### src/rtl/change_dispenser.sv
// change_dispenser: pays out a change amount as coins, largest denomination first.
// Ports: clk/reset (async, active high); start/amount/abort from the vending FSM;
//   coin_valid/coin_type/coin_ready handshake to the ejector; busy/done/aborted/err status;
//   remaining/residue/counts ({dollars,quarters,dimes,nickels}) for the display path.
// Latency: start edge -> first coin offer after 2 edges. Backpressure: the offer holds until coin_ready.
module change_dispenser #(
   parameter int MAX_AMOUNT = 500,
   parameter int GAP_CYCLES = 4
) (
   input  logic        clk,
   input  logic        reset,
   input  logic        start,
   input  logic [8:0]  amount,
   input  logic        abort,
   output logic        coin_valid,
   output logic [1:0]  coin_type,
   input  logic        coin_ready,
   output logic        busy,
   output logic        done,
   output logic        aborted,
   output logic        err,
   output logic [8:0]  remaining,
   output logic [2:0]  residue,
   output logic [15:0] counts
);

   typedef enum logic [2:0] {S_IDLE, S_SELECT, S_OFFER, S_GAP, S_FINISH} state_t;

   // The gap counter is loaded with GAP_CYCLES-1 and counts down to zero, so it
   // only ever needs to hold GAP_CYCLES-1.
   localparam int GW = (GAP_CYCLES > 1) ? $clog2(GAP_CYCLES) : 1;
   localparam logic [GW-1:0] GAP_LOAD = GW'((GAP_CYCLES > 0) ? GAP_CYCLES - 1 : 0);
   localparam logic [9:0] MAX_L = 10'(MAX_AMOUNT);

   function automatic logic [8:0] denom_val(input logic [1:0] t);
      case (t)
         2'd0:    return 9'd100;
         2'd1:    return 9'd25;
         2'd2:    return 9'd10;
         default: return 9'd5;
      endcase
   endfunction

   state_t        state_q, state_d;
   logic          coin_valid_q, coin_valid_d;
   logic [1:0]    coin_type_q, coin_type_d;
   logic          aborted_q, aborted_d;
   logic          err_q, err_d;
   logic [8:0]    remaining_q, remaining_d;
   logic [2:0]    residue_q, residue_d;
   logic [15:0]   counts_q, counts_d;
   logic [GW-1:0] gap_q, gap_d;

   always_ff @(posedge clk or posedge reset) begin
      if (reset) begin
         state_q      <= S_IDLE;
         coin_valid_q <= 1'b0;
         coin_type_q  <= 2'd0;
         aborted_q    <= 1'b0;
         err_q        <= 1'b0;
         remaining_q  <= 9'd0;
         residue_q    <= 3'd0;
         counts_q     <= 16'd0;
         gap_q        <= '0;
      end else begin
         state_q      <= state_d;
         coin_valid_q <= coin_valid_d;
         coin_type_q  <= coin_type_d;
         aborted_q    <= aborted_d;
         err_q        <= err_d;
         remaining_q  <= remaining_d;
         residue_q    <= residue_d;
         counts_q     <= counts_d;
         gap_q        <= gap_d;
      end
   end

   always_comb begin
      state_d      = state_q;
      coin_valid_d = coin_valid_q;
      coin_type_d  = coin_type_q;
      aborted_d    = aborted_q;
      err_d        = 1'b0;
      remaining_d  = remaining_q;
      residue_d    = residue_q;
      counts_d     = counts_q;
      gap_d        = gap_q;

      case (state_q)
         S_IDLE: begin
            if (start) begin
               if ({1'b0, amount} > MAX_L) begin
                  err_d = 1'b1;
               end else begin
                  state_d     = S_SELECT;
                  remaining_d = amount;
                  counts_d    = 16'd0;
                  aborted_d   = 1'b0;
                  residue_d   = 3'(amount % 9'd5);
               end
            end
         end

         S_SELECT: begin
            if (abort) begin
               state_d   = S_FINISH;
               aborted_d = 1'b1;
            end else if (remaining_q < 9'd5) begin
               state_d = S_FINISH;
            end else begin
               // Greedy choice; the chosen value never exceeds remaining_q.
               if (remaining_q >= 9'd100)     coin_type_d = 2'd0;
               else if (remaining_q >= 9'd25) coin_type_d = 2'd1;
               else if (remaining_q >= 9'd10) coin_type_d = 2'd2;
               else                           coin_type_d = 2'd3;
               coin_valid_d = 1'b1;
               state_d      = S_OFFER;
            end
         end

         S_OFFER: begin
            if (coin_ready) begin
               remaining_d  = remaining_q - denom_val(coin_type_q);
               case (coin_type_q)
                  2'd0:    counts_d[15:12] = counts_q[15:12] + 4'd1;
                  2'd1:    counts_d[11:8]  = counts_q[11:8]  + 4'd1;
                  2'd2:    counts_d[7:4]   = counts_q[7:4]   + 4'd1;
                  default: counts_d[3:0]   = counts_q[3:0]   + 4'd1;
               endcase
               coin_valid_d = 1'b0;
               if (abort) begin
                  // The coin already left: count it, then stop.
                  state_d   = S_FINISH;
                  aborted_d = 1'b1;
               end else if (GAP_CYCLES == 0) begin
                  state_d = S_SELECT;
               end else begin
                  state_d = S_GAP;
                  gap_d   = GAP_LOAD;
               end
            end else if (abort) begin
               // Withdraw the pending offer without counting it.
               coin_valid_d = 1'b0;
               state_d      = S_FINISH;
               aborted_d    = 1'b1;
            end
         end

         S_GAP: begin
            if (abort) begin
               state_d   = S_FINISH;
               aborted_d = 1'b1;
            end else if (gap_q == '0) begin
               state_d = S_SELECT;
            end else begin
               gap_d = gap_q - 1'b1;
            end
         end

         S_FINISH: state_d = S_IDLE;

         default: state_d = S_IDLE;
      endcase
   end

   assign coin_valid = coin_valid_q;
   assign coin_type  = coin_type_q;
   assign busy       = (state_q != S_IDLE);
   assign done       = (state_q == S_FINISH);
   assign aborted    = aborted_q;
   assign err        = err_q;
   assign remaining  = remaining_q;
   assign residue    = residue_q;
   assign counts     = counts_q;

endmodule
### config.mk
export PLATFORM = sky130hd
export DESIGN_NAME = change_dispenser
export DESIGN_NICKNAME = d
export VERILOG_FILES = /design/src/rtl/change_dispenser.sv
export SDC_FILE = /design/constraint.sdc
export NUM_CORES = 1
export LEC_CHECK = 0
export ABC_CLOCK_PERIOD_IN_PS = 5650
export BUFFER_PORTS_ARGS = -buffer_cell sky130_fd_sc_hd__buf_2
export CORE_UTILIZATION = 40
export CTS_CLUSTER_DIAMETER = 50
export DETAILED_ROUTE_END_ITERATION = 16
export GPL_TIMING_DRIVEN = 0
export MAX_ROUTING_LAYER = met4
export PLACE_DENSITY = 0.59
export SETUP_SLACK_MARGIN = 0.15
export SLEW_MARGIN = 30
export SYNTH_ARGS = -nofsm -noshare
export SYNTH_HDL_FRONTEND = slang
export SYNTH_SLANG_ARGS = --single-unit
### constraint.sdc
create_clock -name clk -period 5.65 [get_ports clk]
set_input_delay 0.8475 -clock clk [delete_from_list [all_inputs] [get_ports clk]]
set_output_delay 0.8475 -clock clk [all_outputs]
set_load 0.01 [all_outputs]
==> results of run 1 <==
==> worst max-delay path, stage by stage <==
cell,delay [ns]
sky130_fd_sc_hd__buf_2,0.14
sky130_fd_sc_hd__clkbuf_1,0.36
sky130_fd_sc_hd__nand2b_1,0.18
sky130_fd_sc_hd__xnor2_1,0.15
sky130_fd_sc_hd__a222oi_1,0.41
sky130_fd_sc_hd__a31oi_1,0.14
sky130_fd_sc_hd__o211a_1,0.23
sky130_fd_sc_hd__nor3_1,0.39
sky130_fd_sc_hd__a21oi_1,0.09
sky130_fd_sc_hd__o22a_1,0.19
==> power by group <==
part           switching, mW  internal [mW]
sequential             0.105          0.353
combinational          0.498          0.345
clock                  0.103          0.130
==> synthesized netlist by cell type, drive strengths merged, types with 2 or more instances <==
cell type | count | area share, %
dfrtp | 38 | 30
o21ai | 36 | 5.7
nand2 | 35 | 4.2
a21oi | 28 | 4.5
inv | 23 | 2.7
nor2 | 23 | 2.7
ha | 19 | 7.6
clkbuf | 12 | 1.4
nor2b | 11 | 2.2
nor3 | 11 | 1.8
a31oi | 10 | 2.0
buf | 10 | 2.1
nand4 | 10 | 2.0
o211ai | 8 | 1.9
nand2b | 7 | 1.4
nand3 | 7 | 1.1
mux2i | 6 | 1.9
a211oi | 5 | 1.2
and3 | 5 | 1.0
o21a | 5 | 1.2
a21boi | 4 | 0.96
a22o | 4 | 1.1
nor4bb | 4 | 1.3
and2 | 3 | 0.60
nor3b | 3 | 0.72
o311ai | 3 | 0.84
or2 | 3 | 0.60
xnor2 | 3 | 0.84
a2111oi | 2 | 0.56
a21o | 2 | 0.48
a221o | 2 | 0.64
mux2 | 2 | 0.72
o211a | 2 | 0.64
o2bb2ai | 2 | 0.76
o311a | 2 | 0.64
o31ai | 2 | 0.48
or3 | 2 | 0.40
or4b | 2 | 0.76
==> routing by layer <==
layer	track usage [%]	vias up	wire length, um
met5	-	-	0
met4	6.59	0	144
met3	2.53	9	239
met2	34.4	63	3980
met1	29.8	1444	4130
li1	-	1537	-
==> placed cells by master (no fill, tap or decap), types with 4 or more instances in the layout <==
master,n
sky130_fd_sc_hd__nand2b_1,7
sky130_fd_sc_hd__nor2b_1,11
sky130_fd_sc_hd__o211ai_1,8
sky130_fd_sc_hd__buf_2,51
sky130_fd_sc_hd__a21oi_1,28
sky130_fd_sc_hd__dfrtp_1,38
sky130_fd_sc_hd__o21a_1,5
sky130_fd_sc_hd__a211oi_1,5
sky130_fd_sc_hd__nand2_1,35
sky130_fd_sc_hd__inv_1,22
sky130_fd_sc_hd__nand4_1,10
sky130_fd_sc_hd__a21boi_0,4
sky130_fd_sc_hd__nand3_1,7
sky130_fd_sc_hd__a22o_1,4
sky130_fd_sc_hd__and3_1,5
sky130_fd_sc_hd__clkbuf_8,5
sky130_fd_sc_hd__o21ai_0,36
sky130_fd_sc_hd__a31oi_1,10
sky130_fd_sc_hd__nor2_1,23
sky130_fd_sc_hd__nor3_1,11
sky130_fd_sc_hd__clkbuf_1,12
sky130_fd_sc_hd__ha_1,19
sky130_fd_sc_hd__mux2i_1,6
==> sequential cells by signal (all words and copies together) (netlist names) <==
register	count
gap_q	2
remaining	9
residue	3
aborted	1
err	1
coin_type	2
counts	16
state_q	3
coin_valid	1
==> layout make-up <==
type	instances	area [um^2]	area share [%]
Multi-Input combinational cell	300	2000	55.1
Sequential cell	38	951	26.2
Timing Repair Buffer	46	245	6.76
Tap cell	99	124	3.41
Buffer	22	113	3.10
Inverter	23	86.3	2.38
Clock buffer	5	68.8	1.90
Clock inverter	3	40.0	1.10
==> worst max-delay path by stage <==
stage	startpoint	to	cells past startpoint
after CTS	coin_type[0]$_DFFE_PP0P_	remaining[7]$_DFFE_PP0P_	12
after floorplan	amount[8]	residue[0]$_DFFE_PP0P_	10
final	amount[7]	residue[1]$_DFFE_PP0P_	10
after global routing	amount[3]	counts[2]$_DFFE_PP0P_	8
after detailed placement	amount[8]	residue[1]$_DFFE_PP0P_	10
after global placement	amount[8]	residue[1]$_DFFE_PP0P_	10
==> kinds of logic (layout without fill, tap and decap cells) <==
logic type / Yosys count / count (layout) / synth area share [%]
and+or+nand+nor: 134 / 134 / 23.0
adders and majority gates: 20 / 20 / 8.20
buffers and inverters: 45 / 99 / 6.33
muxes: 8 / 8 / 2.63
xor gates and xnor gates: 4 / 4 / 1.11
AOI/OAI and AO/OA: 134 / 134 / 28.4
DFF: 38 / 38 / 30.3
==> through the flow <==
stage	instance area, um^2	setup slack (ns)	hold slack [ns]
after global placement	3490	2.51	0.480
after floorplan	3140	2.80	0.518
after detailed placement	3510	2.44	0.492
final	3630	2.71	0.498
after CTS	3620	2.73	0.502
after global routing	3630	2.55	0.517
==> run summary, run 1 <==
The flow ran to the end, and the final reports show no timing, DRC or antenna violations. Number of nets produced by synthesis: 417. Clock tree synthesis selected as its root buffer the cell sky130_fd_sc_hd__clkbuf_8. The floorplan has 31 rows. The die height works out to 90.6 um. The worst register-to-register path ends at remaining[7]$_DFFE_PP0P_. The tools report the initial antenna violation count as 0.

STA classifies the critical path endpoint as a register. In this run, synthesis inferred 0 flip-flops with an integrated enable. The sum of negative setup slack was 0 ns; the count of endpoints failing hold in the final timing report was 0. The tools report the leakage power as 1.68 nW. Number of global-route vias before repair: 2795. The path class of the tightest hold or removal check is in -> async. After detailed routing, the total wire length is 8490 um. The run gives 0.867 as the last weighted congestion value of the routability-driven placer. Synthesis produced 383 cells. The routed layout has 3053 vias. TritonCTS built the clock tree. The actual transition at the worst max-transition pin was 0.626 ns; the end-of-flow core utilization was 49.0%.

The post-synthesis area per instance is 8.21 um^2, and the post-detailed-route wirelength per cell is 15.8 um. For this block, the initial DRC count from the detailed router was 172. Core footprint: 7410 um^2.

Once detailed placement completed, the half-perimeter wirelength came to 6300 um. The die is 90.6 um wide. The setup check on the worst reg-to-reg path leaves a slack of 2.73 ns. The logs give 0.30 ns for the later-pin clock latency in the skew report and 2 for the number of H-tree branching levels.

IR analysis of the VDD net gives a maximum drop of 0.118 mV. Dividing total power by cell area gives a power density of 423 nW/um^2. The number of sinks handled by clock tree synthesis came out at 38.

The number of antenna diodes in the final layout is 0. Counting tap cells, the placed design contains a total of 528 instances. The number of clock buffers added by TritonCTS is 5.

The first detailed-routing pass took 4 iterations. The deepest clock path buffer count was 2. The logs give 30.3% for the register area share after synthesis and 0 for the buffer count from post-CTS setup fixing. The number of port buffers was 45; the maximum clock skew at final layout was 0.00850 ns. Setup repair after global routing left no endpoint under its margin. Entering global routing, the biggest net connects 27 pins. Across every metal layer, demand over resource in global routing totals 22.0%. The share of layout cells above drive strength 1 came out at 18.1%. The number of violations of the max-capacitance limit is 0.

Reg-to-reg startpoint: coin_type[0]$_DFFE_PP0P_. The number of setup violations in the final report is 0, and the unique cell type count in the Yosys netlist is 69. In the routed design, unresolved DRC markers number 0. The post-synthesis to final-layout area growth is 15.4%, and the final net count is 470.

For the I/O pin count, the log shows 49. In this run the remaining antenna-violating nets after routing total 0. The first global-routing pass estimated 14200 um of wire. Dividing the detail-routed via count by the number of cells gives 5.70. The clock slew at the register clock pins of the worst setup and hold paths works out to 0.08 ns.

In this run the worst path has a maximum fanout of 10. The Yosys step of the flow raised 0 warnings. The number of instances resized during post-cts repair came out at 0.

Dominant register cell in the synthesized netlist: sky130_fd_sc_hd__dfrtp_1. Dividing the final minimum period by the clock period gives 52.1%. Counting I/O delays and the setup requirement, the final critical path takes 2.94 ns. For the worst setup path, the data arrival time is 3.13 ns. The number of fill cells was 749. The run gives 1.53 mW as the overall power after layout. The floorplan step defined a die boundary enclosing 8220 um^2. For this design, the CTS-stage hold fixing added 0 buffers. For the starting utilization of the core area, the log shows 42.4%.

The share of async-settable or async-resettable flops after synthesis was 100%; the worst max-slew margin expressed relative to the limit was 58.0%. The run gives 3140 um^2 as the post-synthesis cell area. For the critical path required time, the log shows 5.84 ns. Nature of the critical path startpoint: an input port. Global routing finished with a remaining overflow of 0. The run gives 0 as the max-slew violation total from the final report. The number of cells on the worst reg-to-reg path is 12. The number of synthesized register bits was 38. The path type of the worst setup path was in -> reg.

Excluding fillers, the count of instances in the completed layout stands at 536. Timing would allow up to 0.340 GHz.
Power figures use the tool's default switching activity.
==> run 2: changes to the inputs <==
Settings changed: ABC_AREA set to 1, ABC_CLOCK_PERIOD_IN_PS 5650 to 2730.
Clock period 5.65 ns to 2.73 ns, I/O delays scaled along.
==> run summary, run 2 <==
The logs give 7240 um^2 (-12%) for the overall die area and 511 (-3.2%) for the cell count after placement. The number of flops mapped to enable cells by yosys came out at 0 (unchanged). Count of unresolved DRC violations after routing: 0 (unchanged). The worst setup path is captured at a register. Total routing usage reported by global routing: 21.0% (-1.0 points).

For the cell row count, the log shows 29 (-6.5%). The maximum number of pins on one net before global-route repair came out at 28 (+3.7%). Yosys attributes the largest share of cell area to sky130_fd_sc_hd__dfrtp_1, sky130_fd_sc_hd__nand2_1, sky130_fd_sc_hd__ha_1, sky130_fd_sc_hd__inv_1, sky130_fd_sc_hd__o21ai_0. The top cell types in the final layout, fill and taps aside, are sky130_fd_sc_hd__nand2_1, sky130_fd_sc_hd__inv_1, sky130_fd_sc_hd__buf_2. The post-route non-filler standard cell count was 533 (-0.56%); the last weighted congestion value of the routability-driven placer was 0.800 (-7.7%). Cell occurring most often along the worst timing path: sky130_fd_sc_hd__nand2_2. The average vias per placed instance works out to 5.14 (-9.8%).

The die extent in x is 85.1 um (-6.1%). The number of routed nets with antenna violations is 0 (unchanged), and the final net count is 489 (+4.0%). The logs give 3.84 mW (+150%) for the overall power after layout and 6940 um (-18%) for the total wire length. The most common cell after layout, fill and taps aside was sky130_fd_sc_hd__nand2_1.

The number of port buffers was 48 (+6.7%). The post-synthesis area per instance is 7.18 um^2 (-13%). The power per cell area came out at 1040 nW/um^2 (+150%).

The tools report the number of buffers inserted during clock tree synthesis as 5 (unchanged). The run gives 34.4% (+4.2 points) as the register area share after synthesis. Clock tree synthesis selected as its root buffer the cell sky130_fd_sc_hd__clkbuf_8.

The starting DRC count in detailed routing is 90 (-48%). From synthesis to final layout, the design area changed by 33.8%. For the synthesis warning total, the log shows 0 (unchanged). The tools report the worst supply voltage drop on vdd as 0.371 mV (+220%). The worst hold-check path type was in -> async. The share of layout cells above drive strength 1 was 33.1% (+15 points).

For this design, the slowest cell found on the critical path is sky130_fd_sc_hd__o21ai_4. In the post-synthesis netlist, the cell with the most instances is sky130_fd_sc_hd__nand2_1. The least setup slack across all paths after layout was 0.0820 ns (-2.62 ns).

The critical path's largest stage delay came out at 0.18 ns (-0.23 ns). Clock slew at the register clock pins of the worst setup and hold paths: 0.08 ns (about the same). TritonCTS built the clock tree.

The number of nets produced by synthesis came out at 419 (+0.48%). Synthesized instance count: 385 (+0.52%). The tools report the diode insertion count for antenna repair as 0 (unchanged). Setup repair after global routing could not meet its margin everywhere. The post-synthesis cell area came out at 2760 um^2 (-12%).

The number of global-route vias before repair came out at 2713 (-2.9%). For this run, the leading register cell type out of synthesis is sky130_fd_sc_hd__dfrtp_1. Counting I/O delays and the setup requirement, the final critical path takes 2.65 ns. The number of synthesized register bits is 38 (unchanged), and the unique cell type count in the Yosys netlist is 34 (-51%). The number of iterations in the first detailed-routing pass is 4 (unchanged).

The post-detailed-route wirelength per cell is 13.0 um (-18%), and the number of violations of the max-capacitance limit is 0 (unchanged). The logs give 0 (unchanged) for the max-slew violation total from the final report and 42.5% (+0.11 points) for the starting utilization of the core area. The deepest clock path buffer count came out at 2 (unchanged).

The critical path is of the in -> reg type. The maximum frequency from static timing analysis is 0.378 GHz, and the maximum fanout encountered on the critical timing path is 4 (-6). The first-pass GRT wire length is 11900 um (-16%).

The core footprint came out at 6490 um^2 (-12%). Worst max-slew margin expressed relative to the limit: 59.7% (+1.8 points). The dominant cell type by area after synthesis is sky130_fd_sc_hd__dfrtp_1. Signal arrival time at the worst endpoint: 2.83 ns (-0.30 ns).

By count the netlist is led by sky130_fd_sc_hd__nand2_1, sky130_fd_sc_hd__inv_1, sky130_fd_sc_hd__dfrtp_1, sky130_fd_sc_hd__o21ai_0, sky130_fd_sc_hd__nor2_1. The via count was 2739 (-10%); the HPWL reported at the end of detailed placement was 5040 um (-20%). The count of endpoints failing hold in the final timing report is 0 (unchanged), and the later-pin clock latency in the skew report is 0.29 ns (about the same). The logs give 1.91 nW (+14%) for the leakage power and 38 (unchanged) for the number of sinks handled by clock tree synthesis. The minimum setup slack after placement was -0.340 ns (-2.78 ns). The tools report the number of setup violations in the final report as 0 (unchanged). The area share of the largest cell type after synthesis works out to 34.4% (+4.2 points). After layout, the worst path uses 97.0% of the clock period. Die height: 85.1 um (-6.1%). The actual transition at the worst max-transition pin is 0.602 ns (-0.0233 ns), and the number of H-tree branching levels is 2 (unchanged).

The tools report the aggregate global routing overflow as 0 (unchanged). The run finished with clean final reports. The critical path required time is 2.91 ns (-2.93 ns).

The share of async-settable or async-resettable flops after synthesis is 100% (unchanged), and the number of flip-flops under the largest register name is 16 (unchanged). The nature of the critical path startpoint is an input port. For the hold-fix buffer count after cts, the log shows 0 (unchanged). The logs give 0.00582 ns (-0.00269 ns) for the maximum clock skew at final layout and 49 (unchanged) for the I/O pin count. The initial antenna violation count was 0 (unchanged).
-- run 2: final timing paths --
path	slack (ns)	end	startpoint	cells after the start
min in group clk	0.37	err$_DFF_PP0_	start	3
worst max-delay path	0.08	residue[1]$_DFFE_PP0P_	amount[6]	31
worst max register to register	0.32	remaining[7]$_DFFE_PP0P_	coin_type[1]$_DFFE_PP0P_	14
max in group asynchronous	2.24	coin_type[1]$_DFFE_PP0P_	reset	3
worst min-delay path	0.05	gap_q[0]$_DFFE_PP0P_	reset	2
worst min register to register	0.47	counts[11]$_DFFE_PP0P_	counts[11]$_DFFE_PP0P_	1
-- run 2: area by class of cell --
type	count	area, um^2
plain buffers	3	11.3
inverters	64	258
well taps	77	96.3
flip-flops and latches	38	953
clock inverters	2	60.1
multi-input cells	280	1840
fillers	631	2800
repair buffers	63	397
clock buffers	6	82.6
-- run 2: logic make-up (layout without fill, tap and decap cells) --
family / Yosys count / in the layout / share of synthesized area (%)
simple gates: 174 / 174 / 28.8
compound gates: 78 / 78 / 15.8
fa+ha+maj: 20 / 20 / 9.33
xor+xnor: 8 / 8 / 2.54
buf+inv: 67 / 138 / 9.10
flops: 38 / 38 / 34.4
-- run 2: repair_timing --
action | 4_1_cts | 5_1_grt
buffers inserted | 9 | 5
pin swaps | 21 | 36
resized for setup | 41 | 51
endpoints found under the setup margin | 26 | 16
-- run 2: report_power, final --
group / total, mW / internal (mW) / leakage, nW / switching, mW
Combinational: 2.23 / 0.903 / 1.36 / 1.33
Sequential: 1.01 / 0.780 / 0.484 / 0.229
Clock: 0.603 / 0.390 / 0.0714 / 0.213
Total: 3.84 / 2.07 / 1.91 / 1.77
-- run 2: stage by stage --
stage          instance area [um^2]  hold WS, ns  util [%]  setup TNS (ns)
2_1_floorplan                  2760        0.498         -               0
3_3_place_gp                   3100        0.450      47.7           -1.32
3_5_place_dp                   3120        0.373      48.0           -2.24
4_1_cts                        3450       0.0528      53.1               0
5_1_grt                        3700       0.0582      56.9          -0.381
6_report                       3700       0.0492      56.9               0
-- run 2: critical path, delay by kind of cell --
family | cells | cell delay (ns)
AO/OA/AOI/OAI | 1 | 0.18
buffers and inverters | 5 | 0.30
AND/OR/NAND/NOR | 25 | 1.93
-- run 2: per-layer routing --
layer	track usage, %	vias to the layer above	part of all wire, %
met4	5.86	0	1.3
met1	25.2	1283	45
met5	-	-	0
li1	-	1405	-
met2	36.7	44	51
met3	3.02	7	2.7
==> run 3: changes to the inputs <==
Settings changed: CORE_ASPECT_RATIO set to 0.75, CTS_CLUSTER_DIAMETER 50 to 60.
==> run summary, run 3 (same netlist as run 2, synthesis figures left out) <==
Clock slew at the register clock pins of the worst setup and hold paths: 0.08 ns (about the same). The number of fill cells was 612 (-3.0%). The nature of the critical path startpoint was an input port.

The met1 layer usage reported by global route is 29.5% (+4.3 points), and the average vias per placed instance is 4.97 (-3.2%). The maximum frequency from static timing analysis is 0.375 GHz (-0.66%), and the die extent in x is 98.0 um (+15%). The total wire length is 6920 um (-0.33%), and the critical path required time is 2.90 ns (about the same). The I/O pin count was 49 (unchanged); the total routing usage reported by global routing was 20.6% (-0.41 points). The run gives 1800 um^2 (-2.2%) as the combined area of the multi-input logic cells. Deepest clock path buffer count: 2 (unchanged). The HPWL reported at the end of detailed placement was 5020 um (-0.32%). The count of unresolved DRC violations after routing is 2 (+2), and the worst max-slew margin expressed relative to the limit is 40.2% (-20 points). For the post-route non-filler standard cell count, the log shows 540 (+1.3%). The share of the clock period used by the worst path came out at 97.6% (+0.65 points). The library cell used as clock root buffer is sky130_fd_sc_hd__clkbuf_8. The number of flip-flops under the largest register name was 16 (unchanged). The worst hold-check path type was in -> async.

The cell occurring most often along the worst timing path was sky130_fd_sc_hd__nand2_2. The maximum number of pins on one net before global-route repair was 21 (-25%); the starting DRC count in detailed routing was 130 (+44%). The logs give 2.84 ns (about the same) for the signal arrival time at the worst endpoint and 0 (unchanged) for the number of routed nets with antenna violations. The logs give 25 (-14%) for the cell row count and 7250 um^2 (about the same) for the overall die area. For the diode insertion count for antenna repair, the log shows 0 (unchanged). The tools report the hold-fix buffer count after cts as 0 (unchanged).

The number of global-route vias before repair is 2408 (-11%), and the sequential cell area is 953 um^2 (unchanged). The maximum clock skew at final layout is 0.00710 ns (+0.00128 ns). The sum of negative setup slack was 0 ns (unchanged). The final reports fail on design-rule violations. The last weighted congestion value of the routability-driven placer was 0.852 (+6.6%). The initial antenna violation count is 0 (unchanged), and the later-pin clock latency in the skew report is 0.29 ns (about the same). The worst setup path is of the in -> reg kind.

The core footprint came out at 6470 um^2 (-0.31%). For the max-slew violation total from the final report, the log shows 0 (unchanged). The run gives 3130 um^2 (+0.40%) as the post-place instance area.

The starting utilization of the core area is 42.7% (+0.13 points). Relative to the synthesized area, the layout overhead comes to 31.5%. For this design, the slowest cell found on the critical path is sky130_fd_sc_hd__o21ai_4. For the cell count after placement, the log shows 515 (+0.78%). The critical path's largest stage delay was 0.21 ns (+0.03 ns). The die height works out to 74.0 um (-13%). TritonCTS built the clock tree. The leakage power was 1.90 nW (-0.88%); the number of violations of the max-capacitance limit was 0 (unchanged). Minimum setup slack after placement: -0.312 ns (+0.0289 ns). The number of sinks handled by clock tree synthesis was 38 (unchanged). The power per cell area was 989 nW/um^2 (-4.9%). The least setup slack across all paths after layout came out at 0.0644 ns (-0.0177 ns). First-pass GRT wire length: 11400 um (-4.2%). met2 is the most crowded layer. The final critical-path required period is 2.67 ns (+0.0177 ns), and the number of setup violations in the final report is 0 (unchanged). The share of layout cells above drive strength 1 is 32.9% (-0.22 points), and the worst supply voltage drop on vdd is 0.509 mV (+37%). The number of iterations in the first detailed-routing pass is 11 (+7). For the met2 routing resource usage after global routing, the log shows 30.1% (-6.5 points).

STA classifies the critical path endpoint as a register. Number of H-tree branching levels: 2 (unchanged). Finished layout cell area: 3630 um^2 (-1.7%).

The run finished, with violations left. The number of port buffers was 48 (unchanged); the actual transition at the worst max-transition pin was 0.874 ns (+0.272 ns). The end-of-flow core utilization was 56.1% (-0.79 points). In the layout the commonest cells are sky130_fd_sc_hd__nand2_1, sky130_fd_sc_hd__inv_1, sky130_fd_sc_hd__buf_2. Aggregate global routing overflow: 0 (unchanged).

The count of endpoints failing hold in the final timing report is 0 (unchanged), and the number of buffers inserted during clock tree synthesis is 5 (unchanged). Most common cell after layout, fill and taps aside: sky130_fd_sc_hd__nand2_1. The maximum fanout encountered on the critical timing path works out to 4 (unchanged).

The global-route met3 utilization is 4.61% (+1.6 points), and the post-detailed-route wirelength per cell is 12.8 um (-1.6%). For the via count, the log shows 2685 (-2.0%). The tools report the final net count as 492 (+0.61%). Setup repair after global routing could not meet its margin everywhere.
[run 3: cell count changes in the layout (fill, tap and decap cells not counted), moves of 2 or more]
cell	delta
sky130_fd_sc_hd__bufinv_16	-2
sky130_fd_sc_hd__nand2_4	-3
sky130_fd_sc_hd__buf_12	-2
sky130_fd_sc_hd__nand2_1	+4
sky130_fd_sc_hd__buf_8	+2
sky130_fd_sc_hd__buf_4	+3
[run 3: repair_timing]
item / in CTS / in global routing
resized for setup: 49 / 33
hold endpoints to repair: 0 / 0
pin swaps: 25 / 26
setup buffers: 14 / 3
endpoints found under the setup margin: 24 / 13
[run 3: metal layers]
metal | routed length (um) | share of wire [%] | up-vias
li1 | - | - | 1408
met1 | 3620 | 52 | 1219
met2 | 2950 | 43 | 56
met3 | 320 | 4.6 | 2
met4 | 25 | 0.36 | 0
met5 | 0 | 0 | -
[run 3: path summary, 6_finish.rpt]
| path | depth (start not counted) | end | from | slack, ns |
|---|---|---|---|---|
| min reg2reg | 1 | counts[11]$_DFFE_PP0P_ | counts[11]$_DFFE_PP0P_ | 0.47 |
| max in group asynchronous | 3 | coin_type[1]$_DFFE_PP0P_ | reset | 2.15 |
| max reg2reg | 14 | remaining[7]$_DFFE_PP0P_ | coin_type[1]$_DFFE_PP0P_ | 0.33 |
| min in group clk | 3 | err$_DFF_PP0_ | start | 0.37 |
| min | 2 | remaining[3]$_DFFE_PP0P_ | reset | 0.12 |
| max | 30 | residue[1]$_DFFE_PP0P_ | amount[8] | 0.06 |
[run 3: stage by stage]
stage / hold WS (ns) / total power, mW
final: 0.124 / 3.59
after detailed placement: 0.448 / 2.89
after global placement: 0.465 / 2.86
after global routing: 0.146 / 3.98
after floorplan: 0.498 / 2.34
after CTS: 0.131 / 3.42
[run 3: final cells by class]
| class | instances | area share [%] |
|---|---|---|
| Clock buffer | 6 | 2.27 |
| Inverter | 64 | 6.89 |
| Tap cell | 81 | 2.79 |
| Buffer | 3 | 0.310 |
| Sequential cell | 38 | 26.2 |
| Multi-Input combinational cell | 280 | 49.4 |
| Timing Repair Buffer | 66 | 11.7 |
| Clock inverter | 2 | 0.344 |
[run 3: critical path, delay by kind of cell]
kind / cells / cell delay (ns)
buffers and inverters: 3 / 0.27
AO/OA/AOI/OAI: 1 / 0.21
AND/OR/NAND/NOR: 26 / 1.93
[run 3: report_power, final]
group          internal (mW)  total (mW)  switching, mW
Clock                  0.203       0.404          0.201
Combinational          0.874        2.19           1.32
Sequential             0.780       0.997          0.217
